## config.mk

```make
export PLATFORM = sky130hd
export DESIGN_NAME = uart_rx_flat
export DESIGN_NICKNAME = d
export VERILOG_FILES = /design/src/rtl/uart_rx_if.sv /design/src/rtl/uart_rx.sv /design/src/flat_wrapper.sv
export SDC_FILE = /design/constraint.sdc
export NUM_CORES = 1
export LEC_CHECK = 0
export BUFFER_PORTS_ARGS = -buffer_cell sky130_fd_sc_hd__buf_2
export CAP_MARGIN = 20
export CORE_AREA = 5 5 68 70
export CTS_CLUSTER_DIAMETER = 200
export CTS_CLUSTER_SIZE = 8
export DETAILED_ROUTE_END_ITERATION = 8
export DIE_AREA = 0 0 73 75
export GPL_ROUTABILITY_DRIVEN = 0
export PLACE_DENSITY = 0.67
export SYNTH_ARGS = -nofsm -noshare
export SYNTH_HDL_FRONTEND = slang
export SYNTH_SLANG_ARGS = --single-unit
```

## constraint.sdc

```tcl
create_clock -name clk_25mhz -period 3.4 [get_ports clk_25mhz]
set_input_delay 0 -clock clk_25mhz [delete_from_list [all_inputs] [get_ports clk_25mhz]]
set_output_delay 0 -clock clk_25mhz [all_outputs]
set_load 0.03 [all_outputs]
```

## src/rtl/uart_rx_if.sv

```systemverilog
// Byte handshake between the UART receiver and its consumer.
// The receiver drives data/valid; the consumer drives ready.
interface uart_rx_if;
  logic [7:0] data;
  logic       valid;
  logic       ready;

  modport master (output data, output valid, input ready);
  modport slave  (input data, input valid, output ready);
endinterface

```

## src/rtl/uart_rx.sv

```systemverilog
// 8N1 UART receiver: two-flop synchronizer, mid-bit sampling FSM and a
// single-entry valid/ready output with framing-error and overrun pulses.
module uart_rx #(
  parameter int CLK_HZ = 25000000,
  parameter int BAUD   = 115200
) (
  input  logic      clk_25mhz,
  input  logic      resetn,
  input  logic      rx,
  uart_rx_if.master bus,
  output logic      busy,
  output logic      frame_err,
  output logic      overrun
);
  localparam int CLKS_PER_BIT = CLK_HZ / BAUD;
  localparam int HALF         = CLKS_PER_BIT / 2;
  localparam int CW           = $clog2(CLKS_PER_BIT);
  localparam logic [CW-1:0] CNT_LAST = CW'(CLKS_PER_BIT - 1);
  localparam logic [CW-1:0] CNT_HALF = CW'(HALF - 1);

  typedef enum logic [1:0] {IDLE, START, DATA, STOP} state_t;

  state_t        state;
  logic [CW-1:0] cnt;
  logic [2:0]    idx;
  logic [7:0]    shift;
  logic          rx_meta, rx_s, rx_prev;
  logic          start_edge;

  // Flops clear to 0, so the line must be seen high before a start can arm.
  always_ff @(posedge clk_25mhz or negedge resetn) begin
    if (!resetn) begin
      rx_meta <= 1'b0;
      rx_s    <= 1'b0;
      rx_prev <= 1'b0;
    end else begin
      rx_meta <= rx;
      rx_s    <= rx_meta;
      rx_prev <= rx_s;
    end
  end

  assign start_edge = ~rx_s & rx_prev;

  always_ff @(posedge clk_25mhz or negedge resetn) begin
    if (!resetn) begin
      state     <= IDLE;
      cnt       <= '0;
      idx       <= '0;
      shift     <= '0;
      busy      <= 1'b0;
      frame_err <= 1'b0;
      overrun   <= 1'b0;
      bus.data  <= '0;
      bus.valid <= 1'b0;
    end else begin
      frame_err <= 1'b0;
      overrun   <= 1'b0;
      if (bus.valid && bus.ready) bus.valid <= 1'b0;
      case (state)
        IDLE: if (start_edge) begin
          state <= START;
          cnt   <= '0;
          busy  <= 1'b1;
        end
        START: if (cnt == CNT_HALF) begin
          cnt <= '0;
          idx <= '0;
          if (rx_s) begin
            state <= IDLE;
            busy  <= 1'b0;
          end else begin
            state <= DATA;
          end
        end else begin
          cnt <= cnt + CW'(1);
        end
        DATA: if (cnt == CNT_LAST) begin
          cnt        <= '0;
          shift[idx] <= rx_s;
          if (idx == 3'd7) state <= STOP;
          else             idx   <= idx + 3'd1;
        end else begin
          cnt <= cnt + CW'(1);
        end
        STOP: if (cnt == CNT_LAST) begin
          cnt   <= '0;
          state <= IDLE;
          busy  <= 1'b0;
          // A pending byte being consumed this cycle frees the slot for the new one.
          if (!rx_s) begin
            frame_err <= 1'b1;
          end else if (!bus.valid || bus.ready) begin
            bus.data  <= shift;
            bus.valid <= 1'b1;
          end else begin
            overrun <= 1'b1;
          end
        end else begin
          cnt <= cnt + CW'(1);
        end
        default: state <= IDLE;
      endcase
    end
  end
endmodule

```

## src/flat_wrapper.sv

```systemverilog
// flat-port wrapper written by rule: the top's interface ports become plain ports
module uart_rx_flat 
#(
  parameter int CLK_HZ = 25000000,
  parameter int BAUD   = 115200
)
  (clk_25mhz, resetn, rx, busy, frame_err, overrun, bus_data, bus_valid, bus_ready);
  uart_rx_if bus_i ();
  input  logic clk_25mhz;
  input  logic resetn;
  input  logic rx;
  output logic busy;
  output logic frame_err;
  output logic overrun;
  output wire logic [$bits(bus_i.data)-1:0] bus_data;
  output wire logic [$bits(bus_i.valid)-1:0] bus_valid;
  input wire logic [$bits(bus_i.ready)-1:0] bus_ready;
  assign bus_data = bus_i.data;
  assign bus_valid = bus_i.valid;
  assign bus_i.ready = bus_ready;
  uart_rx #(.CLK_HZ(CLK_HZ), .BAUD(BAUD)) u_core (.clk_25mhz(clk_25mhz), .resetn(resetn), .rx(rx), .bus(bus_i), .busy(busy), .frame_err(frame_err), .overrun(overrun));
endmodule
```

* Word level (Yosys, flattened, before mapping)
Index checks and enable logic that the tools add are counted.
** Operators by class
- Add/sub/neg operators :: 2
- Multipliers :: 0
- Div/mod/pow operators :: 0
- Order comparisons :: 2
- Equal/unequal tests :: 13
- Shift-type cells :: 0
- Multiplexer cells :: 35
- Bitwise operators :: 2
- Reductions and logical operators :: 13
** Operator list (number)
- 2-to-1 mux 8 bit :: 3
- one-hot mux 8 bit (3 select lines) :: 1
- 2-to-1 mux 1 bit :: 17
- 2-to-1 mux 2 bit :: 6
- != test 2 x 1 -> 1 bit, second input constant :: 6
- AND reduction 5 bit :: 2
- 2-to-1 mux 3 bit :: 3
- adder 8 x 1 -> 8 bit, second input constant :: 1
- bitwise mux 8 bit :: 1
- == test 8 x 7 -> 1 bit, second input constant :: 1
- == test 8 bit, second input constant :: 1
- one-hot mux 2 bit (4 select lines) :: 1
- AND reduction 4 bit :: 2
- one-hot mux 3 bit (2 select lines) :: 1
- == test 2 bit, second input constant :: 2
- less-than comparator 3 x 4 -> 1 bit, second input constant :: 1
- adder 3 x 1 -> 3 bit, second input constant :: 1
- demux 1 bit (select 3 bit) :: 1
- == test 3 bit, second input constant :: 1
- >= comparator 3 x 1 -> 1 bit, second input constant :: 1
- one-hot mux 1 bit (3 select lines) :: 1
- nonzero test 3 bit :: 1
- == test 2 x 1 -> 1 bit, second input constant :: 1
- logical AND 1 bit :: 2
- other kinds (9) :: 9
** Word-level totals
- Flip-flop bits (word level) :: 36
- Latch bits :: 0
- Bits in writable memories :: 0
- ROM bits :: 0
- Output and inout bits :: 12
- Word-level logic and storage cells :: 79
- Memories kept :: 0

* Longest topological paths before layout
Gate-level depths: netlist of the first run.
- Depth after elaboration :: 6
- Mapped depth :: 7
- Gate-level depth less buffers :: 6

* Least setup slack after synthesis of the first run
Ideal clock, no wire load.
- Kind :: reg-to-reg
- From :: register u_core.cnt[0]
- To :: register u_core.shift[3]
- Data arrival time :: 1.810 ns
- Slack :: 1.466 ns
- Stages on the path, launching flop included :: 7
- Clock period less this slack :: 1.934 ns
- Path through :: dfrtp_1 inv_1 ha_1 nand3b_1 or4_4 nor3b_2 mux2_2
** Between the ends
- Longest elaborated chain between the ends :: 2
** RTL lines
- start: declaration :: RTL line uart_rx.sv:24 : logic [CW-1:0] cnt;
- start signal: assignment :: RTL line uart_rx.sv:76 : cnt <= cnt + CW'(1);
- start signal: assignment :: RTL line uart_rx.sv:84 : cnt <= cnt + CW'(1);
- start signal: assignment :: RTL line uart_rx.sv:100 : cnt <= cnt + CW'(1);
- == test 8 bit :: RTL line uart_rx.sv:78 : DATA: if (cnt == CNT_LAST) begin
- AND reduction 2 bit (no line)
- end signal: indexed assignment :: RTL line uart_rx.sv:80 : shift[idx] <= rx_s;
- end: declaration :: RTL line uart_rx.sv:26 : logic [7:0] shift;
Every way passes these cells.
A chain may end at the register's enable or synchronous reset.

* Worst setup path in the final report of the first run
- From :: register u_core.cnt[0]
- To :: register u_core.bus.data[1]
** Between the ends
- Longest elaborated chain between the ends :: 2
** RTL lines
- == test 8 bit :: RTL line uart_rx.sv:86 : STOP: if (cnt == CNT_LAST) begin
- AND reduction 4 bit (no line)
- end signal: assignment :: RTL line uart_rx.sv:94 : bus.data <= shift;
- end: declaration :: RTL line uart_rx_if.sv:8 : modport master (output data, output valid, input ready);
Every way passes these cells.

==> results of run 1 <==
-- final cells by class --
class	count	area [um2]	area share
sequential	36	901	0.465
clock inverter	2	35.0	0.0181
timing repair buffer	18	105	0.0542
multi-input combinational	102	739	0.382
inverter	6	22.5	0.0116
tap	50	62.6	0.0323
clock buffer	6	72.6	0.0374
-- critical path: stages (launching register included) --
cell and delay, ps:
sky130_fd_sc_hd__dfrtp_1 420, sky130_fd_sc_hd__inv_1 70, sky130_fd_sc_hd__ha_1 140, sky130_fd_sc_hd__nand3b_1 200, sky130_fd_sc_hd__nor4_2 320, sky130_fd_sc_hd__and3_1 440
sky130_fd_sc_hd__mux2_2 380
-- timing repair --
item                                    CTS  global route
endpoints found under the hold margin    39             0
hold buffers                              3             0
endpoints found under the setup margin    0             0
-- path summary, 6_finish.rpt --
kind | start | endpoint | slack [ps]
max | u_core.cnt[0]$_DFFE_PN0N_ | u_core.bus.data[1]$_DFFE_PN0P_ | 1320
min | resetn | u_core.bus.data[2]$_DFFE_PN0P_ | 310
max reg2reg | u_core.cnt[0]$_DFFE_PN0N_ | u_core.bus.data[1]$_DFFE_PN0P_ | 1320
min reg2reg | u_core.rx_meta$_DFF_PN0_ | u_core.rx_s$_DFF_PN0_ | 350
max in group asynchronous | resetn | u_core.busy$_DFFE_PN0P_ | 2600
min in group clk_25mhz | u_core.rx_meta$_DFF_PN0_ | u_core.rx_s$_DFF_PN0_ | 350
-- per-stage QoR --
step | setup WS, ps | util | hold WS (ps) | power (uW) | instances
6_report | 1320 | 0.495 | 309 | 1090 | 220
5_1_grt | 1120 | 0.495 | 368 | 1150 | 220
4_1_cts | 1300 | 0.495 | 341 | 1100 | 220
3_5_place_dp | 1300 | 0.460 | 110 | 725 | 209
3_3_place_gp | 1370 | 0.460 | 107 | 712 | 209
2_1_floorplan | 1470 | - | -296 | 664 | 148
-- report_power, final --
| part | leakage, uW | switching, uW | total, uW | internal, uW |
|---|---|---|---|---|
| clock | 0.0000552 | 151 | 369 | 217 |
| combinational | 0.000399 | 119 | 192 | 73.1 |
| sequential | 0.000479 | 64.7 | 534 | 469 |
| total | 0.000933 | 335 | 1090 | 759 |
-- cells by family (layout without fill, tap and decap cells) --
logic type / count (synthesis) / in the layout / share of synthesized area
simple gates: 55 / 55 / 0.193
mux: 17 / 17 / 0.114
compound gates: 25 / 25 / 0.0981
fa+ha+maj: 4 / 4 / 0.0297
flops: 36 / 36 / 0.535
xor+xnor: 1 / 1 / 0.00521
buf+inv: 10 / 32 / 0.0253
-- flip-flops by register name, indices dropped and copies added, names as in the netlist, named ones only --
register	count
u_core.busy	1
u_core.cnt	8
u_core.rx_s	1
u_core.rx_meta	1
u_core.bus.data	8
u_core.bus.valid	1
u_core.frame_err	1
u_core.rx_prev	1
u_core.overrun	1
u_core.idx	3
u_core.shift	8
u_core.state	1
-- routing by layer --
metal | GRT usage | share of wire | vias to the layer above
met5 | 0 | 0 | -
met4 | 0.0738 | 0.020 | 0
met3 | 0.0347 | 0.045 | 5
met2 | 0.214 | 0.51 | 18
met1 | 0.149 | 0.42 | 598
li1 | - | - | 574
-- placed cells by master (no fill, tap or decap), types with 3 or more instances in the layout --
master                          netlist  layout
sky130_fd_sc_hd__a21oi_1              3       3
sky130_fd_sc_hd__buf_2                1      15
sky130_fd_sc_hd__clkbuf_8             0       5
sky130_fd_sc_hd__dfrtp_1             36      36
sky130_fd_sc_hd__dlygate4sd3_1        0       3
sky130_fd_sc_hd__ha_1                 4       4
sky130_fd_sc_hd__inv_1                6       6
sky130_fd_sc_hd__mux2_2              17      17
sky130_fd_sc_hd__nand2_1             17      17
sky130_fd_sc_hd__nand2b_1             3       3
sky130_fd_sc_hd__nand3_1              4       4
sky130_fd_sc_hd__nand3b_1             3       3
sky130_fd_sc_hd__nor2_1               6       6
sky130_fd_sc_hd__nor2b_1              4       4
sky130_fd_sc_hd__nor3_1               5       5
sky130_fd_sc_hd__nor4_1               4       4
sky130_fd_sc_hd__o21a_1               3       3
sky130_fd_sc_hd__o21ai_0              7       7
sky130_fd_sc_hd__o22ai_1              3       3
==> results.sh, run 1 <==
export IMPL_run_status="finished clean"
export IMPL_finalWirelength_mm=3.10
export IMPL_floorplan_rows=23
export IMPL_maxSlewHeadroom=0.449
export IMPL_grt_antenna_before_repair=0
export IMPL_setup_viol=0
export IMPL_layout_filler_cells=363
export IMPL_syn_nets=156
export IMPL_finalCritPeriodShare=0.612
export IMPL_peakVddDrop_uv=365
export IMPL_power_per_cell_area_nw_per_um2=565
export IMPL_fmaxAchievable_ghz=0.481
export IMPL_most_repeated_cell_in_the_gate_level_netlist_after_synthesis="sky130_fd_sc_hd__dfrtp_1"
export IMPL_routed_length_per_instance_um=14.1
export IMPL_area_growth_syn_to_fin_pct=15.2
export IMPL_synth_top_cells_by_count="sky130_fd_sc_hd__dfrtp_1, sky130_fd_sc_hd__mux2_2, sky130_fd_sc_hd__nand2_1"
export IMPL_drc_errors=0
export IMPL_die_height_um=75
export IMPL_critical_path_required_ps=3580
export IMPL_yosys_area_top_type="sky130_fd_sc_hd__dfrtp_1"
export IMPL_fin_tns_setup_ps=0
export IMPL_async_reset_ff_frac=1.00
export IMPL_fp_dieW_um=73
export IMPL_floorplan_initialDensity=0.430
export IMPL_cts_buffers=5
export IMPL_finish_net_count=177
export IMPL_buffers_on_ports=15
export IMPL_cts_resized_gates=0
export IMPL_clkLatencyLatePin_ps=290
export IMPL_dpl_cell_area_um2=1800
export IMPL_cts_sinks=36
export IMPL_hpwl_detailed_mm=2.17
export IMPL_first_pass_iters=4
export IMPL_synthCells=148
export IMPL_netlist_area_um2=1680
export IMPL_synth_sequential_area_ratio=0.535
export IMPL_final_layout_size_suffix_gt1_frac=0.259
export IMPL_timing_max_transition_violations_final=0
export IMPL_floorplan_die_area_um2=5480
export IMPL_io_pin_count=16
export IMPL_gr_total_overflow=0
export IMPL_crit_path_end_kind="register"
export IMPL_synth_largest_type_area_fraction=0.535
export IMPL_holdCritPathClass="input port to asynchronous set/reset pin"
export IMPL_yosys_register_bits=36
export IMPL_critPathArrivalTime_ps=2260
export IMPL_timing_max_cap_violations=0
export IMPL_cts_post_setup_buffers_inserted=0
export IMPL_path_clk_slew_ps=70
export IMPL_post_route_min_period_ps=2080
export IMPL_route_antenna_remaining_nets=0
export IMPL_core_area_um2=3910
export IMPL_timing_setup_critical_path_class="register to register"
export IMPL_post_layout_inst_area_um2=1940
export IMPL_via_count=1195
export IMPL_global_route_wire_length_before_repair_mm=5.37
export IMPL_grt_setup_unrepaired="no"
export IMPL_path_max_fanout=8
export IMPL_yosysWarnings=0
export IMPL_worst_r2r_cell_count=6
export IMPL_start_kind="register"
export IMPL_initialDrtViolationCount=94
export IMPL_tritoncts="done"
export IMPL_dominantRegCellSynth="sky130_fd_sc_hd__dfrtp_1"
export IMPL_grt_max_degree=37
export IMPL_clockRootBuffer="sky130_fd_sc_hd__clkbuf_8"
export IMPL_antenna_diode_instance_count=0
export IMPL_fin_skew_ps=7.56
export IMPL_leakage_power_total_uw=0.000933
export IMPL_grt_pass1_vias=1190
export IMPL_total_routing_resource_utilization_after_global_routing=0.128
export IMPL_synth_edff_count=0
export IMPL_timing_final_hold_violations=0
export IMPL_syn_area_per_cell_um2=11.4
export IMPL_cts_max_level=2
export IMPL_routed_via_density=5.43
export IMPL_synth_lib_cells_used_distinct=35
export IMPL_cts_path_max_buffers=2
export IMPL_synth_area_leaders="sky130_fd_sc_hd__dfrtp_1, sky130_fd_sc_hd__mux2_2, sky130_fd_sc_hd__nand2_1"
export IMPL_worst_slew_pin_slew_ps=820
Note: power is estimated with default switching activity, not from simulation.
==> run 2: changes to the inputs <==
--- a/config.mk
+++ b/config.mk
@@ -5,15 +5,16 @@
 export SDC_FILE = /design/constraint.sdc
 export NUM_CORES = 1
 export LEC_CHECK = 0
+export ABC_AREA = 1
 export BUFFER_PORTS_ARGS = -buffer_cell sky130_fd_sc_hd__buf_2
 export CAP_MARGIN = 20
-export CORE_AREA = 5 5 68 70
+export CORE_AREA = 5 5 71 73
 export CTS_CLUSTER_DIAMETER = 200
 export CTS_CLUSTER_SIZE = 8
 export DETAILED_ROUTE_END_ITERATION = 8
-export DIE_AREA = 0 0 73 75
+export DIE_AREA = 0 0 76 78
 export GPL_ROUTABILITY_DRIVEN = 0
-export PLACE_DENSITY = 0.67
+export PLACE_DENSITY = 0.69
 export SYNTH_ARGS = -nofsm -noshare
 export SYNTH_HDL_FRONTEND = slang
 export SYNTH_SLANG_ARGS = --single-unit
==> constraint.sdc (replaced) <==
create_clock -name clk_25mhz -period 1.8 [get_ports clk_25mhz]
set_input_delay 0 -clock clk_25mhz [delete_from_list [all_inputs] [get_ports clk_25mhz]]
set_output_delay 0 -clock clk_25mhz [all_outputs]
set_load 0.03 [all_outputs]
==> results.sh, run 2 <==
export IMPL_post_layout_inst_area_um2=2100
export IMPL_synth_edff_count=0
export IMPL_cts_path_max_buffers=2
export IMPL_yosys_area_top_type="sky130_fd_sc_hd__dfrtp_1"
export IMPL_tritoncts="done"
export IMPL_synth_area_leaders="sky130_fd_sc_hd__dfrtp_1, sky130_fd_sc_hd__nand2_1, sky130_fd_sc_hd__inv_1"
export IMPL_cellInternalPower_uw=1400
export IMPL_synth_top_cells_by_count="sky130_fd_sc_hd__nand2_1, sky130_fd_sc_hd__inv_1, sky130_fd_sc_hd__dfrtp_1"
export IMPL_start_kind="register"
export IMPL_routed_via_density=4.75
export IMPL_post_synth_and_or_nand_nor_area_fraction=0.317
export IMPL_global_route_wire_length_before_repair_mm=6.20
export IMPL_async_reset_ff_frac=1.00
export IMPL_fmaxAchievable_ghz=0.619
export IMPL_syn_area_per_cell_um2=8.09
export IMPL_combinational_family_with_the_most_area_after_synthesis="simple AND/OR/NAND/NOR gates"
export IMPL_core_area_um2=4290
export IMPL_cts_buffers=5
export IMPL_critical_path_required_ps=1970
export IMPL_final_layout_size_suffix_gt1_frac=0.178
export IMPL_fin_tns_setup_ps=0
export IMPL_timing_final_hold_violations=0
export IMPL_synth_lib_cells_used_distinct=27
export IMPL_area_growth_syn_to_fin_pct=13.1
export IMPL_floorplan_initialDensity=0.432
export IMPL_finalCritPeriodShare=0.897
export IMPL_cts_sinks=36
export IMPL_synth_adder_area_share=0.0270
export IMPL_synth_largest_type_area_fraction=0.486
export IMPL_path_clk_slew_ps=60
export IMPL_timing_critical_path_to="u_core.cnt[3]$_DFFE_PN0N_"
export IMPL_gr_total_overflow=0
export IMPL_power_per_cell_area_nw_per_um2=1080
export IMPL_total_switching_power_uw=872
export IMPL_path_max_fanout=5
export IMPL_synth_compound_gate_area_share=0.0662
export IMPL_timing_max_transition_violations_final=0
export IMPL_dpl_cell_area_um2=1990
export IMPL_wl_met2_mm=1.45
export IMPL_post_route_min_period_ps=1610
export IMPL_synth_sequential_area_ratio=0.486
export IMPL_io_pin_count=16
export IMPL_critical_path_reg2reg_endpoint="u_core.cnt[3]$_DFFE_PN0N_"
export IMPL_combPwrFrac=0.310
export IMPL_peakVddDrop_uv=512
export IMPL_startpoint_of_the_most_critical_register_to_register_path="u_core.cnt[0]$_DFFE_PN0N_"
export IMPL_synthCells=229
export IMPL_multi_input_comb_area_um2=777
export IMPL_switching_share=0.384
export IMPL_regArea_um2=901
export IMPL_fin_skew_ps=5.09
export IMPL_largest_registers_in_the_final_layout="u_core.bus.data: 8 flops, u_core.cnt: 8 flops, u_core.shift: 8 flops"
export IMPL_layout_filler_cells=403
export IMPL_finish_net_count=261
export IMPL_die_height_um=78
export IMPL_dominantRegCellSynth="sky130_fd_sc_hd__dfrtp_1"
export IMPL_antenna_diode_instance_count=0
export IMPL_grt_max_degree=37
export IMPL_timing_setup_critical_path_class="register to register"
export IMPL_clockRootBuffer="sky130_fd_sc_hd__clkbuf_8"
export IMPL_most_repeated_cell_in_the_gate_level_netlist_after_synthesis="sky130_fd_sc_hd__nand2_1"
export IMPL_placedCellCount=295
export IMPL_grt_setup_unrepaired="no"
export IMPL_top_layer="met4"
export IMPL_holdCritPathClass="input port to asynchronous set/reset pin"
export IMPL_wl_met3_um=159
export IMPL_run_status="finished clean"
export IMPL_critPathArrivalTime_ps=1780
export IMPL_grt_antenna_before_repair=0
export IMPL_floorplan_rows=24
export IMPL_floorplan_die_area_um2=5930
export IMPL_netlist_area_um2=1850
export IMPL_fp_dieW_um=76
export IMPL_timing_max_cap_violations=0
export IMPL_setup_viol=0
export IMPL_cts_max_level=2
export IMPL_maxSlewHeadroom=0.454
export IMPL_setup_worst_path_start="u_core.cnt[0]$_DFFE_PN0N_"
export IMPL_layout_common_cells="sky130_fd_sc_hd__nand2_1, sky130_fd_sc_hd__inv_1, sky130_fd_sc_hd__dfrtp_1, sky130_fd_sc_hd__nand3_1"
export IMPL_setup_reg_to_reg_worst_slack_ps=190
export IMPL_p_seq_frac=0.455
export IMPL_part_of_the_power_in_the_clock_network=0.235
export IMPL_routed_length_per_instance_um=10.9
export IMPL_route_antenna_remaining_nets=0
export IMPL_yosysWarnings=0
export IMPL_final_common_cell="sky130_fd_sc_hd__nand2_1"
export IMPL_worst_slew_pin_slew_ps=819
export IMPL_cts_resized_gates=0
export IMPL_hpwl_detailed_mm=2.38
export IMPL_worst_r2r_cell_count=9
export IMPL_crit_path_end_kind="register"
export IMPL_buffers_on_ports=15
export IMPL_total_routing_resource_utilization_after_global_routing=0.129
export IMPL_yosys_register_bits=36
export IMPL_syn_nets=237
export IMPL_leakage_power_total_uw=0.00112
export IMPL_clkLatencyLatePin_ps=290
export IMPL_via_count=1450
export IMPL_initialDrtViolationCount=111
export IMPL_grt_pass1_vias=1363
export IMPL_synthXorXnorAreaFrac=0.00945
export IMPL_first_pass_iters=4
export IMPL_post_layout_nonfiller_instances=305
export IMPL_m1WireLength_mm=1.64
export IMPL_drc_errors=0
export IMPL_yosys_mux_area_fraction=0
export IMPL_finalWirelength_mm=3.33
==> run 2: cell types whose count changed after synthesis, sizes merged, moves of 3 or more <==
| cell | previous run | this run |
|---|---|---|
| inv | 6 | 38 |
| mux2 | 17 | 0 |
| nand2 | 17 | 73 |
| nand2b | 3 | 0 |
| nand3 | 4 | 21 |
| nand4 | 0 | 8 |
| nor2 | 6 | 20 |
| nor2b | 4 | 0 |
| nor3b | 3 | 0 |
| nor4 | 5 | 0 |
| o21a | 3 | 0 |
| o21ai | 7 | 15 |
| o22ai | 3 | 0 |
==> run 2: final cells by class <==
cell class                      instances  area share
Multi-Input combinational cell        150       0.371
Inverter                               39      0.0704
Clock buffer                            6      0.0346
Timing Repair Buffer                   21      0.0609
Clock inverter                          1     0.00239
Tap cell                               52      0.0310
Sequential cell                        36       0.430
==> run 2: routing by layer <==
| layer | vias up | global-route usage |
|---|---|---|
| met4 | 0 | 0.0623 |
| li1 | 759 | - |
| met1 | 655 | 0.164 |
| met3 | 6 | 0.0382 |
| met2 | 30 | 0.199 |
| met5 | - | 0 |
==> run 2: critical path, stage by stage (launching register included) <==
cell and delay, ps:
sky130_fd_sc_hd__dfrtp_1 430, sky130_fd_sc_hd__inv_1 110, sky130_fd_sc_hd__ha_1 150, sky130_fd_sc_hd__inv_1 40
sky130_fd_sc_hd__nor2_2 190, sky130_fd_sc_hd__nand2_4 110, sky130_fd_sc_hd__nand2_1 110, sky130_fd_sc_hd__nand2_1 130
sky130_fd_sc_hd__inv_1 150, sky130_fd_sc_hd__o21ai_0 90
==> run 2: cell families (layout without fill, tap and decap cells) <==
logic type,after synthesis,in the layout
flops,36,36
xor+xnor,2,2
simple gates,126,126
fa+ha+maj,4,4
compound gates,18,18
buf+inv,43,67
==> run 2: repair_timing <==
item,4_1_cts,5_1_grt
hold buffers,3,0
endpoints found under the hold margin,39,0
buffers inserted,0,0
==> run 2: how the worst min path moves through the flow <==
stage / cells past startpoint / end / slack, ps / from
floorplan: 0 / asynchronous set/reset pin / -300 / resetn
global placement: 1 / u_core.rx_meta$_DFF_PN0_ / 110 / rx
detailed placement: 1 / u_core.rx_meta$_DFF_PN0_ / 110 / rx
CTS: 2 / u_core.rx_meta$_DFF_PN0_ / 350 / rx
global route: 0 / u_core.rx_s$_DFF_PN0_ / 360 / u_core.rx_meta$_DFF_PN0_
finish: 2 / u_core.cnt[0]$_DFFE_PN0N_ / 350 / resetn
==> run 2: per-stage QoR <==
stage / hold slack [ps] / utilization / worst slack (ps) / total power, uW
4_1_cts: 345 / 0.488 / 161 / 2300
3_3_place_gp: 107 / 0.463 / 192 / 1730
6_report: 348 / 0.488 / 186 / 2270
5_1_grt: 359 / 0.488 / 17.5 / 2450
2_1_floorplan: -296 / - / 336 / 1570
3_5_place_dp: 109 / 0.463 / 172 / 1750
==> run 2: power groups by stage <==
stage / logic (uW) / clock network [uW] / registers [uW]
after floorplan: 552 / 0 / 1010
after global placement: 684 / 0 / 1040
after detailed placement: 705 / 0 / 1050
after CTS: 709 / 557 / 1030
after global routing: 809 / 588 / 1050
final: 702 / 534 / 1030
==> run 3: changes to the inputs <==
--- a/config.mk
+++ b/config.mk
@@ -5,14 +5,15 @@
 export SDC_FILE = /design/constraint.sdc
 export NUM_CORES = 1
 export LEC_CHECK = 0
-export ABC_AREA = 1
+export ABC_AREA = 0
+export ABC_CLOCK_PERIOD_IN_PS = 1800
 export BUFFER_PORTS_ARGS = -buffer_cell sky130_fd_sc_hd__buf_2
 export CAP_MARGIN = 20
-export CORE_AREA = 5 5 71 73
+export CORE_AREA = 2 2 65 67
 export CTS_CLUSTER_DIAMETER = 200
 export CTS_CLUSTER_SIZE = 8
 export DETAILED_ROUTE_END_ITERATION = 8
-export DIE_AREA = 0 0 76 78
+export DIE_AREA = 0 0 67 69
 export GPL_ROUTABILITY_DRIVEN = 0
 export PLACE_DENSITY = 0.69
 export SYNTH_ARGS = -nofsm -noshare
==> results.sh, run 3 (synthesized netlist as in run 1, its figures left out) <==
export IMPL_post_route_min_period_ps=1910
export IMPL_path_max_fanout=4
export IMPL_timing_final_hold_violations=0
export IMPL_global_route_wire_length_before_repair_mm=5.74
export IMPL_failed_checks="negative setup slack"
export IMPL_grt_pass1_vias=1330
export IMPL_fin_tns_setup_ps=-488
export IMPL_timing_max_cap_violations=0
export IMPL_setup_reg_to_reg_worst_slack_ps=-110
export IMPL_finish_net_count=197
export IMPL_die_height_um=69
export IMPL_clkLatencyLatePin_ps=280
export IMPL_path_clk_slew_ps=70
export IMPL_tritoncts="done"
export IMPL_cellInternalPower_uw=1420
export IMPL_cts_path_max_buffers=2
export IMPL_routed_length_per_instance_um=14.2
export IMPL_switching_share=0.328
export IMPL_buffers_on_ports=15
export IMPL_total_routing_resource_utilization_after_global_routing=0.159
export IMPL_peakVddDrop_uv=896
export IMPL_floorplan_initialDensity=0.430
export IMPL_startpoint_of_the_most_critical_register_to_register_path="u_core.cnt[0]$_DFFE_PN0N_"
export IMPL_fin_skew_ps=2.42
export IMPL_maxSlewHeadroom=0.473
export IMPL_run_status="finished, violations left"
export IMPL_cts_buffers=5
export IMPL_holdCritPathClass="input port to register"
export IMPL_leakage_power_total_uw=0.00105
export IMPL_grt_antenna_before_repair=0
export IMPL_critPathArrivalTime_ps=2080
export IMPL_io_pin_count=16
export IMPL_floorplan_die_area_um2=4620
export IMPL_cts_sinks=36
export IMPL_p_seq_frac=0.458
export IMPL_combPwrFrac=0.293
export IMPL_setup_viol=14
export IMPL_core_area_um2=3910
export IMPL_dpl_cell_area_um2=1970
export IMPL_floorplan_rows=23
export IMPL_design_power_uw=2110
export IMPL_cts_max_level=2
export IMPL_via_count=1278
export IMPL_post_layout_inst_area_um2=2180
export IMPL_first_pass_iters=4
export IMPL_critical_path_required_ps=1970
export IMPL_timing_setup_critical_path_class="register to register"
export IMPL_crit_path_end_kind="register"
export IMPL_worst_hold_path_num_cells=3
export IMPL_largest_registers_in_the_final_layout="u_core.bus.data: 8 flops, u_core.cnt: 8 flops, u_core.shift: 8 flops"
export IMPL_worst_slew_pin_slew_ps=791
export IMPL_final_setup_worst_slack_ps=-109
export IMPL_holdPathEnd="u_core.overrun$_DFF_PN0_"
export IMPL_total_switching_power_uw=691
export IMPL_timing_max_transition_violations_final=0
export IMPL_final_layout_size_suffix_gt1_frac=0.397
export IMPL_drc_errors=0
export IMPL_fp_dieW_um=67
export IMPL_final_common_cell="sky130_fd_sc_hd__dfrtp_1"
export IMPL_grt_max_degree=37
export IMPL_finalWirelength_mm=3.40
export IMPL_fmaxAchievable_ghz=0.524
export IMPL_place_ws_ps=-111
export IMPL_part_of_the_power_in_the_clock_network=0.248
export IMPL_gr_total_overflow=0
export IMPL_finalCritPeriodShare=1.06
export IMPL_routed_via_density=5.35
export IMPL_antenna_diode_instance_count=0
export IMPL_area_growth_syn_to_fin_pct=29.6
export IMPL_hold_path_startpoint="bus_ready"
export IMPL_critical_path_reg2reg_endpoint="u_core.shift[5]$_DFFE_PN0P_"
export IMPL_initialDrtViolationCount=77
export IMPL_hpwl_detailed_mm=2.37
export IMPL_layout_common_cells="sky130_fd_sc_hd__dfrtp_1, sky130_fd_sc_hd__buf_4, sky130_fd_sc_hd__nand2_1, sky130_fd_sc_hd__buf_2, sky130_fd_sc_hd__mux2_2"
export IMPL_clockRootBuffer="sky130_fd_sc_hd__clkbuf_8"
export IMPL_grt_setup_unrepaired="yes"
export IMPL_power_per_cell_area_nw_per_um2=966
export IMPL_worst_r2r_cell_count=6
export IMPL_route_antenna_remaining_nets=0
export IMPL_start_kind="register"
==> run 3: changes by cell type in the layout (fill, tap and decap cells not counted), sizes merged, moves of 4 or more <==
cell and change:
buf +18, inv -32, mux2 +17, nand2 -56
nand3 -17, nand4 -8, nor2 -14, nor2b +4
nor4 +5, o21ai -8
==> run 3: critical path, stage by stage, from the launching register on <==
cell	delay, ps
sky130_fd_sc_hd__dfrtp_1	390
sky130_fd_sc_hd__inv_2	70
sky130_fd_sc_hd__ha_4	120
sky130_fd_sc_hd__nand3b_1	100
sky130_fd_sc_hd__or4_4	560
sky130_fd_sc_hd__nor3b_2	230
sky130_fd_sc_hd__mux2_4	320
==> run 3: repair_timing <==
item,in CTS,in global routing
hold buffers,2,0
gates resized for setup,13,11
endpoints found under the setup margin,17,25
pin swaps,3,1
buffers inserted,1,0
endpoints found under the hold margin,37,0
==> run 3: layout make-up <==
class | instances | area (um2)
Clock inverter | 1 | 5.00
Fill cell | 347 | 1730
Inverter | 6 | 22.5
Multi-Input combinational cell | 102 | 852
Sequential cell | 36 | 901
Clock buffer | 6 | 72.6
Timing Repair Buffer | 38 | 265
Tap cell | 50 | 62.6
==> run 3: how the worst max path moves through the flow <==
stage / startpoint / endpoint / slack (ps) / cells past startpoint
3_5_place_dp: u_core.cnt[1]$_DFFE_PN0N_ / u_core.shift[3]$_DFFE_PN0P_ / -110 / 6
4_1_cts: u_core.cnt[1]$_DFFE_PN0N_ / u_core.shift[3]$_DFFE_PN0P_ / -100 / 6
5_1_grt: u_core.cnt[1]$_DFFE_PN0N_ / u_core.shift[5]$_DFFE_PN0P_ / -170 / 6
2_1_floorplan: u_core.cnt[0]$_DFFE_PN0N_ / u_core.shift[3]$_DFFE_PN0P_ / -130 / 6
6_report: u_core.cnt[0]$_DFFE_PN0N_ / u_core.shift[5]$_DFFE_PN0P_ / -110 / 6
3_3_place_gp: u_core.cnt[1]$_DFFE_PN0N_ / u_core.shift[2]$_DFFE_PN0P_ / -40 / 9
==> run 3: metal layers <==
| layer | vias up | wire length, um | global-route usage |
|---|---|---|---|
| met5 | - | 0 | 0 |
| met4 | 0 | 21 | 0.0476 |
| met3 | 3 | 113 | 0.0408 |
| met2 | 27 | 1870 | 0.278 |
| met1 | 634 | 1390 | 0.187 |
| li1 | 614 | - | - |
==> run 3: power by group through the flow <==
stage	sequential, uW	clock [uW]	combinational [uW]
floorplan	989	0	266
global placement	962	0	500
detailed placement	969	0	534
CTS	958	545	575
global route	975	576	696
finish	965	523	618
==> run 3: through the flow <==
stage	util	hold slack [ps]	instances
floorplan	-	-296	148
global placement	0.503	104	229
detailed placement	0.503	110	229
CTS	0.544	3.80	239
global route	0.557	42.9	239
finish	0.557	39.4	239
